## src/rtl/irq12_pkg.sv

```systemverilog
// Shared constants and helpers for the irq_controller12 register window.
package irq12_pkg;
  localparam int WORD_W  = 12;
  localparam int ADDR_W  = 24;
  localparam int MAX_SRC = 24;

  localparam logic [3:0] IRQ_PENDL  = 4'd0;
  localparam logic [3:0] IRQ_PENDH  = 4'd1;
  localparam logic [3:0] IRQ_MASKL  = 4'd2;
  localparam logic [3:0] IRQ_MASKH  = 4'd3;
  localparam logic [3:0] IRQ_VECL   = 4'd4;
  localparam logic [3:0] IRQ_VECH   = 4'd5;
  localparam logic [3:0] IRQ_ACK    = 4'd6;
  localparam logic [3:0] IRQ_STATUS = 4'd7;
  localparam logic [3:0] IRQ_TRIGL  = 4'd8;
  localparam logic [3:0] IRQ_TRIGH  = 4'd9;

  // Index of the lowest set bit; 0 when the vector is empty.
  function automatic logic [4:0] lowest_set(input logic [MAX_SRC-1:0] v);
    logic [4:0] idx;
    idx = '0;
    for (int i = MAX_SRC - 1; i >= 0; i--) begin
      if (v[i]) idx = 5'(i);
    end
    return idx;
  endfunction
endpackage

```

## src/rtl/irq_sync_edge.sv

```systemverilog
// Two-flop synchroniser plus rising-edge detector for one interrupt request line.
module irq_sync_edge (
  input  logic clk,
  input  logic rst,
  input  logic src_i,
  output logic level_o,
  output logic rise_o
);
  logic       s1_q;
  logic       s2_q;
  logic       prev_q;
  logic [1:0] warm_q;

  always_ff @(posedge clk or negedge rst) begin
    if (!rst) begin
      s1_q   <= 1'b0;
      s2_q   <= 1'b0;
      prev_q <= 1'b0;
      warm_q <= 2'd0;
    end else begin
      s1_q   <= src_i;
      s2_q   <= s1_q;
      prev_q <= s2_q;
      if (warm_q != 2'd3) warm_q <= warm_q + 2'd1;
    end
  end

  // Edges are only reported once prev_q holds a genuine post-reset sample,
  // so a line held high through reset release never looks like a new request.
  assign rise_o  = s2_q & ~prev_q & (warm_q == 2'd3);
  assign level_o = s2_q;
endmodule

```

## src/rtl/irq_controller12.sv

```systemverilog
// Memory-mapped prioritising interrupt controller feeding the Processor12 irq vector.
// Optional feature macro IRQ_LEVEL_EN adds TRIGL/TRIGH level-sensitive source selection.
module irq_controller12
  import irq12_pkg::*;
#(
  parameter int                NUM_SRC   = 16,
  parameter logic [ADDR_W-1:0] BASE_ADDR = 24'o77777760,
  parameter int                VEC_SHIFT = 1
) (
  input  logic                clk,
  input  logic                rst,
  input  logic [NUM_SRC-1:0]  src_irq,
  input  logic [ADDR_W-1:0]   address,
  input  logic                mem_write,
  input  logic [WORD_W-1:0]   wdata,
  output logic [WORD_W-1:0]   rdata,
  output logic                sel,
  output logic [ADDR_W-1:0]   irq
);
  localparam logic [MAX_SRC-1:0] SRC_MASK = 24'((25'd1 << NUM_SRC) - 25'd1);

  logic [MAX_SRC-1:0] level, rise, clr, trig, active;
  logic [MAX_SRC-1:0] pend_q, pend_d, mask_q, mask_d;
  logic [ADDR_W-1:0]  vec_q, vec_d, irq_q, irq_d;
  logic [WORD_W-1:0]  rdata_q, rdata_d;
  logic               wr;
  logic [3:0]         off;
  logic [4:0]         win;

  for (genvar i = 0; i < MAX_SRC; i++) begin : g_src
    if (i < NUM_SRC) begin : g_on
      irq_sync_edge u_sync (
        .clk     (clk),
        .rst     (rst),
        .src_i   (src_irq[i]),
        .level_o (level[i]),
        .rise_o  (rise[i])
      );
    end else begin : g_off
      assign level[i] = 1'b0;
      assign rise[i]  = 1'b0;
    end
  end

  assign sel    = (address[ADDR_W-1:4] == BASE_ADDR[ADDR_W-1:4]);
  assign wr     = mem_write & sel;
  assign off    = address[3:0];
  assign active = pend_q & mask_q;
  assign win    = lowest_set(active);

`ifdef IRQ_LEVEL_EN
  logic [MAX_SRC-1:0] trig_q, trig_d;

  always_comb begin
    trig_d = trig_q;
    if (wr && off == IRQ_TRIGL) trig_d[11:0]  = wdata;
    if (wr && off == IRQ_TRIGH) trig_d[23:12] = wdata;
    trig_d = trig_d & SRC_MASK;
  end

  always_ff @(posedge clk or negedge rst) begin
    if (!rst) trig_q <= '0;
    else      trig_q <= trig_d;
  end

  assign trig = trig_q;
`else
  assign trig = '0;
`endif

  always_comb begin
    clr = '0;
    if (wr && off == IRQ_PENDL) clr[11:0]  = wdata;
    if (wr && off == IRQ_PENDH) clr[23:12] = wdata;
    if (wr && off == IRQ_ACK && wdata < 12'(NUM_SRC)) clr[wdata[4:0]] = 1'b1;
    // A fresh edge outranks a same-cycle clear; level sources simply follow the line.
    pend_d = (((rise | (pend_q & ~clr)) & ~trig) | (level & trig)) & SRC_MASK;

    mask_d = mask_q;
    if (wr && off == IRQ_MASKL) mask_d[11:0]  = wdata;
    if (wr && off == IRQ_MASKH) mask_d[23:12] = wdata;
    mask_d = mask_d & SRC_MASK;

    vec_d = vec_q;
    if (wr && off == IRQ_VECL) vec_d[11:0]  = wdata;
    if (wr && off == IRQ_VECH) vec_d[23:12] = wdata;

    irq_d = (|active) ? vec_q + (ADDR_W'(win) << VEC_SHIFT) : '0;
  end

  always_comb begin
    rdata_d = '0;
    if (sel) begin
      case (off)
        IRQ_PENDL:  rdata_d = pend_q[11:0];
        IRQ_PENDH:  rdata_d = pend_q[23:12];
        IRQ_MASKL:  rdata_d = mask_q[11:0];
        IRQ_MASKH:  rdata_d = mask_q[23:12];
        IRQ_VECL:   rdata_d = vec_q[11:0];
        IRQ_VECH:   rdata_d = vec_q[23:12];
        IRQ_STATUS: rdata_d = {|active, 6'b0, win};
`ifdef IRQ_LEVEL_EN
        IRQ_TRIGL:  rdata_d = trig_q[11:0];
        IRQ_TRIGH:  rdata_d = trig_q[23:12];
`endif
        default:    rdata_d = '0;
      endcase
    end
  end

  always_ff @(posedge clk or negedge rst) begin
    if (!rst) begin
      pend_q  <= '0;
      mask_q  <= '0;
      vec_q   <= '0;
      rdata_q <= '0;
      irq_q   <= '0;
    end else begin
      pend_q  <= pend_d;
      mask_q  <= mask_d;
      vec_q   <= vec_d;
      rdata_q <= rdata_d;
      irq_q   <= irq_d;
    end
  end

  assign rdata = rdata_q;
  assign irq   = irq_q;
endmodule

```

## config.mk

```make
export PLATFORM = sky130hd
export DESIGN_NAME = irq_controller12
export DESIGN_NICKNAME = d
export VERILOG_FILES = /design/src/rtl/irq12_pkg.sv /design/src/rtl/irq_sync_edge.sv /design/src/rtl/irq_controller12.sv
export SDC_FILE = /design/constraint.sdc
export NUM_CORES = 1
export LEC_CHECK = 0
export ABC_AREA = 1
export ABC_CLOCK_PERIOD_IN_PS = 2860
export BUFFER_PORTS_ARGS = -buffer_cell sky130_fd_sc_hd__buf_2
export CORE_ASPECT_RATIO = 0.7
export CORE_MARGIN = 4
export CORE_UTILIZATION = 51
export CTS_CLUSTER_SIZE = 25
export DETAILED_ROUTE_END_ITERATION = 16
export PLACE_DENSITY = 0.74
export SYNTH_ARGS = -nofsm -noshare
export SYNTH_HDL_FRONTEND = slang
export SYNTH_SLANG_ARGS = --single-unit
```

## constraint.sdc

```tcl
create_clock -name clk -period 2.86 [get_ports clk]
set_input_delay 0.286 -clock clk [delete_from_list [all_inputs] [get_ports clk]]
set_output_delay 0.286 -clock clk [all_outputs]
set_load 0.02 [all_outputs]
```

### Word-level counts from Yosys, hierarchy flattened

Cells that the tools add are included.

* equality and inequality tests: 40
* multiplexer cells: 32
* bitwise operators: 54
* reduce and logical (&&, ||, !) cells: 11
* add/subtract/negate cells: 17
* order comparisons: 3

Operator list (number)
* 2-to-1 mux 5 bit: 24
* case mux 12 bit (7 select lines): 1
* bitwise AND 1 bit: 33
* adder 2 x 1 -> 2 bit (second input constant): 16
* bitwise AND 16 bit: 2
* equality test 2 bit (second input constant): 16
* inequality test 2 bit (second input constant): 16
* bitwise OR 16 bit: 2
* adder 24 x 6 -> 24 bit: 1
* 2-to-1 mux 12 bit: 2
* 2-to-1 mux 24 bit: 1
* OR reduction 24 bit: 1
* equality test 20 bit (second input constant): 1
* equality test 4 x 3 -> 1 bit (second input constant): 4
* 2-to-1 mux 16 bit: 1
* NOT 1 bit: 16
* NOT 16 bit: 1
* < comparator 12 x 5 -> 1 bit (second input constant): 1
* logical AND 1 bit: 9
* equality test 4 x 2 -> 1 bit (second input constant): 2
* < comparator 5 x 6 -> 1 bit (second input constant): 1
* demux 1 bit (select 5 bit): 1
* greater-or-equal comparator 5 x 1 -> 1 bit (second input constant): 1
* equality test 4 x 1 -> 1 bit (second input constant): 1
* 3 further kinds: 3

* bits in registers: 172
* logic and storage cells: 228

### Depth between registers and ports, before layout

* depth in word-level cells: 26
* depth in mapped cells: 27
* mapped depth without buffers: 27

### By module

From an unflattened synthesis, not the netlist that was laid out.

* cell total of the unflattened synthesis: 838
* area total of the unflattened synthesis: 7541.0 sq um

Modules (own cells, without submodules)
* irq_controller12: area each 4738.3 sq um, instances 1, cells each 582
* irq_sync_edge: area each 175.2 sq um, instances 16, cells each 16

### Worst setup path after synthesis

No wires, ideal clock.

* kind: register to register
* start: register pend_q[15]
* end: register irq_q[13] (netlist: irq[13])
* buffers on the path: 0
* data required time: 2728 ps
* arrival time: 2255 ps
* library setup time: 132 ps
* stages on the path, launching flop included: 24
* path slack: 473 ps
* path through: dfrtp_1 -> nand2_1 -> inv_1 -> nand2_1 -> nand2_1 -> nand2_1 -> nand2_1 -> nand2_1 -> nand2_1 -> nand2_1 -> nand2_1 -> nand2_1 -> nand2_1 -> nand2_1 -> nand2_1 -> nand2_1 -> a21boi_0 -> ha_1 -> fa_1 -> nand3_2 -> nand2_4 -> nand2_1 -> xor2_1 -> nor2_1

* longest elaborated chain between the ends: 19
* elaborated cells between the ends (all ways): 20

Ends and longest elaborated chain
* start: declaration: line irq_controller12.sv:23 `logic [MAX_SRC-1:0] pend_q, pend_d, mask_q, mask_d;`
* start signal: assignment: line irq_controller12.sv:119 `pend_q <= pend_d;`
* bitwise AND 16 bit (*): line irq_controller12.sv:48 `assign active = pend_q & mask_q;`
* 2-to-1 mux 5 bit (16 in series): line irq12_pkg.sv:23 `if (v[i]) idx = 5'(i);`
* adder 24 x 6 -> 24 bit: line irq_controller12.sv:88 `irq_d = (|active) ? vec_q + (ADDR_W'(win) << VEC_SHIFT) : '0;`
* 2-to-1 mux 24 bit (*): line irq_controller12.sv:88
* net irq_d[13]: line irq_controller12.sv:24 `logic [ADDR_W-1:0] vec_q, vec_d, irq_q, irq_d;`
* end signal: assignment: line irq_controller12.sv:123 `irq_q <= irq_d;`
* end: declaration: line irq_controller12.sv:24

The timed path passes the listed nets; every way through them passes the cells marked *.
A chain may end at the register's enable or synchronous reset.

### Final worst setup path

* start: register pend_q[14]
* end: register irq_q[16] (netlist: irq[16])

* longest elaborated chain between the ends: 18
* elaborated cells between the ends (all ways): 19

Ends and longest elaborated chain (line)
* bitwise AND 16 bit (*): irq_controller12.sv:48
* 2-to-1 mux 5 bit (15 in series): irq12_pkg.sv:23
* adder 24 x 6 -> 24 bit: irq_controller12.sv:88
* 2-to-1 mux 24 bit (*): irq_controller12.sv:88
* net irq_d[16]: irq_controller12.sv:24

Marked as above.

==> results.md <==
- Row count: 36
- CTS root buf: clkbuf_16
- H-tree Lvls: 4
- Final std cells w/o fill: 1,043
- FFs w/ async S/R, synth: 100.0%
- # IOs: 92
- Vias: 5,765
- Worst Path Max Fanout: 6
- Setup ws final: 0.2792 ns
- Die area: 0.01634 sq mm
- Worst Setup End Kind: flip-flop
- DIE HEIGHT: 108.2 um
- Sw power: 1.161 mW
- N_diodes: 0
- Area Growth Syn to Fin: 20.88%
- Mapped Area: 0.007310 sq mm
- Largest net degree at the start of global routing: 58
- # Max-Cap Violations: 0
- Final hold vios: 0
- Initial antenna violation count: 0
- P_leak: 3.928 nW
- DRT Wirelength: 19.34 mm
- Clk pwr share: 47.1%
- Main synth FF type: dfrtp_1
- Area after DPL: 0.007996 sq mm
- Number of buffers added on ports: 91
- Yosys reg bits: 172
- Crit path launch type: flip-flop
- Max Slew Vio Count: 0
- Setup CP Type: flip-flop to flip-flop
- Design Area, Final: 0.008836 sq mm
- Core footprint: 0.01396 sq mm
- Initial Util: 52.35%
- Syn_nets: 792
- All-layer global routing usage: 25.00%
- Die width: 151.1 um
- Routed wire length per instance: 18.54 um
- Internal Pwr Total: 3.855 mW
- Worst Tran Pin Value: 0.6761 ns
- Vias per Instance: 5.527
- CTS Buf Count: 17
- Min cycle time layout: 2.581 ns
- HP Class: primary input to flip-flop
- Worst hold slack: 0.1895 ns
- Syn Area/Cell: 10.19 sq um
- Sw Share: 23.14%
- Tot Pwr: 5.016 mW
- Detailed Routing Iterations Pass 1: 5
- Maximum clock insertion buffer count: 2
- Post-Syn Instances: 717
- Post-Route Utilization: 63.28%
- DP HPWL: 14.58 mm
- Skew-Pair Late Insertion Delay: 0.43 ns
- Drt drc: 0
- First-pass GRT wire length: 30.44 mm
- Reg power frac: 49.4%
- CP arrival: 2.90 ns
- Post-synth cell types: 47
- Power per cell area: 567.7 mW/mm^2
- Status: complete, no violations
- Skew final: 0.01155 ns
- Cells after DPL: 990
- Worst VDD drop: 0.4467 mV
- Slew margin rel.: 54.58%
- Clock transition at path regs: 0.07 ns
- Number of synthesized flops with an enable pin: 0
- GPL Wtd Cong: 0.9318
- Fin nets: 915
- CTS tree: yes
- Fmax: 387.5 MHz
- Gate power share: 3.5%
- GR Overflow Total: 0
- Antenna-violating nets left: 0
- Vias in the first global route: 5,652
- CP required: 3.18 ns
- Synth Warn #: 0
- Post-Place Setup Slack: 0.2396 ns
- 1st-iter DRT viols: 646
- Crit share post-route: 90.24%
- Post-synthesis sequential area ratio: 58.88%
- Final Setup Violations: 0
- Share of post-route cells with drive strength above 1: 22.63%
- Setup TNS: 0 ns
- # clock sinks: 172
## worst paths after layout
kind	from	endpoint	slack, ns	depth (start not counted)
worst min register to register	g_src[2].g_on.u_sync.s1_q$_DFF_PN0_	g_src[2].g_on.u_sync.level_o$_DFF_PN0_	0.35	0
worst max register to register	pend_q[14]$_DFF_PN0_	irq[16]$_DFF_PN0_	0.28	26
min in group asynchronous	rst	g_src[15].g_on.u_sync.warm_q[0]$_DFFE_PN0N_	0.39	2
max in group asynchronous	rst	vec_q[2]$_DFFE_PN0P_	1.67	3
worst max-delay path	pend_q[14]$_DFF_PN0_	irq[16]$_DFF_PN0_	0.28	26
worst min-delay path	wdata[8]	mask_q[8]$_DFFE_PN0P_	0.19	3
## repair_timing
action	4_1_cts	5_1_grt
setup endpoints to repair	0	16
resized for setup	0	11
hold endpoints to repair	69	0
setup buffers	0	4
hold buffers	17	0
## layer usage
metal | global-route usage, % | share of wire, % | wire length, um | vias to the layer above
li1 | - | - | - | 2676
met1 | 37.93 | 47 | 9147 | 2812
met2 | 34.64 | 41 | 7938 | 254
met3 | 7.792 | 10 | 1966 | 23
met4 | 7.115 | 1.5 | 283 | 0
met5 | 0 | 0 | 0 | -
## placed cells by master, fill, tap and decap left out, types with 2 or more instances in the layout
cell type / n
a21boi_2: 2
a21oi_1: 23
a21oi_2: 2
a221oi_1: 7
a22o_1: 3
a31oi_1: 3
buf_2: 90
buf_4: 10
bufinv_16: 2
clkbuf_16: 17
dfrtp_1: 172
dlygate4sd3_1: 17
ha_1: 18
inv_1: 50
inv_2: 2
inv_6: 4
inv_8: 4
mux2_2: 16
nand2_1: 150
nand2_2: 19
nand2_4: 2
nand3_1: 13
nand3_2: 5
nand3b_1: 9
nand4_1: 18
nor2_1: 55
nor2_2: 3
nor2_4: 2
nor3_1: 12
nor3_2: 2
nor4_1: 4
o211ai_1: 2
o21ai_0: 33
o21ai_1: 23
o221ai_1: 7
o22ai_1: 11
xnor2_1: 16
xor2_1: 5
## power groups by stage
| stage | sequential [mW] | clock, mW | combinational [mW] |
|---|---|---|---|
| after floorplan | 2.52 | 0 | 0.0373 |
| after global placement | 2.52 | 0 | 0.154 |
| after detailed placement | 2.52 | 0 | 0.158 |
| after CTS | 2.48 | 2.40 | 0.177 |
| after global routing | 2.48 | 2.51 | 0.198 |
| final | 2.48 | 2.36 | 0.174 |
## kinds of logic after synthesis
family | synth area share [%]
buffers and inverters | 3.732
adders and majority gates | 3.526
muxes | 2.465
AOI/OAI and AO/OA | 10.10
DFF | 58.88
xor gates and xnor gates | 2.516
and+or+nand+nor | 18.78
## worst max-delay path, stage by stage, from the launching register on
cell and delay [ns]:
dfrtp_1 0.40, nand2_2 0.10, nand2_1 0.05, nand2_1 0.05, nand2_1 0.04, nand2_1 0.05, nand2_1 0.05, nand2_1 0.05
nand2_1 0.05, nand2_1 0.05, nand2_1 0.05, nand2_1 0.07, nand2_2 0.05, nand2_2 0.06, nand2_2 0.06, a21boi_2 0.14
ha_2 0.21, a21oi_1 0.07, o21bai_1 0.16, nand2_1 0.12, nand2_2 0.09, nand2_4 0.11, nand2_2 0.07, nor2_4 0.16
nand3_1 0.08, nand2_1 0.06, nor2_1 0.04
## flip-flops by register name, summed over array words and instances, names as in the netlist
register / cells
vec_q: 24
g_src.g_on.u_sync.prev_q: 16
g_src.g_on.u_sync.warm_q: 32
g_src.g_on.u_sync.level_o: 16
pend_q: 16
mask_q: 16
g_src.g_on.u_sync.s1_q: 16
rdata: 12
irq: 24
## area by class of cell
type,instances,area (sq um)
multi-input combinational,478,2765
tap,190,237.7
timing repair buffer,119,726.9
clock inverter,14,177.7
clock buffer,18,429.2
sequential,172,4304
fill,1157,5127
inverter,52,195.2
## Yosys cell counts, types with 2 or more instances
cell / count / share of area, %
dfrtp_1: 172 / 59
nand2_1: 156 / 8.0
nor2_1: 55 / 2.8
inv_1: 50 / 2.6
o21ai_0: 33 / 2.3
a21oi_1: 23 / 1.6
o21ai_1: 23 / 1.6
ha_1: 19 / 3.3
nand4_1: 18 / 1.5
mux2_2: 16 / 2.5
xnor2_1: 16 / 1.9
nand2_2: 13 / 1.1
nand3_1: 13 / 0.89
nor3_1: 13 / 0.89
o22ai_1: 11 / 0.94
nand3b_1: 9 / 0.92
buf_2: 8 / 0.55
a221oi_1: 7 / 0.84
o221ai_1: 7 / 0.84
clkbuf_1: 5 / 0.26
nand3_2: 5 / 0.68
xor2_1: 5 / 0.60
a31oi_1: 4 / 0.34
nor4_1: 4 / 0.34
a22o_1: 3 / 0.36
nor2_2: 3 / 0.26
a21oi_2: 2 / 0.24
inv_2: 2 / 0.10
nand2_4: 2 / 0.31
nor2_4: 2 / 0.31
o211ai_1: 2 / 0.21
(Power assumes the default switching activity.)
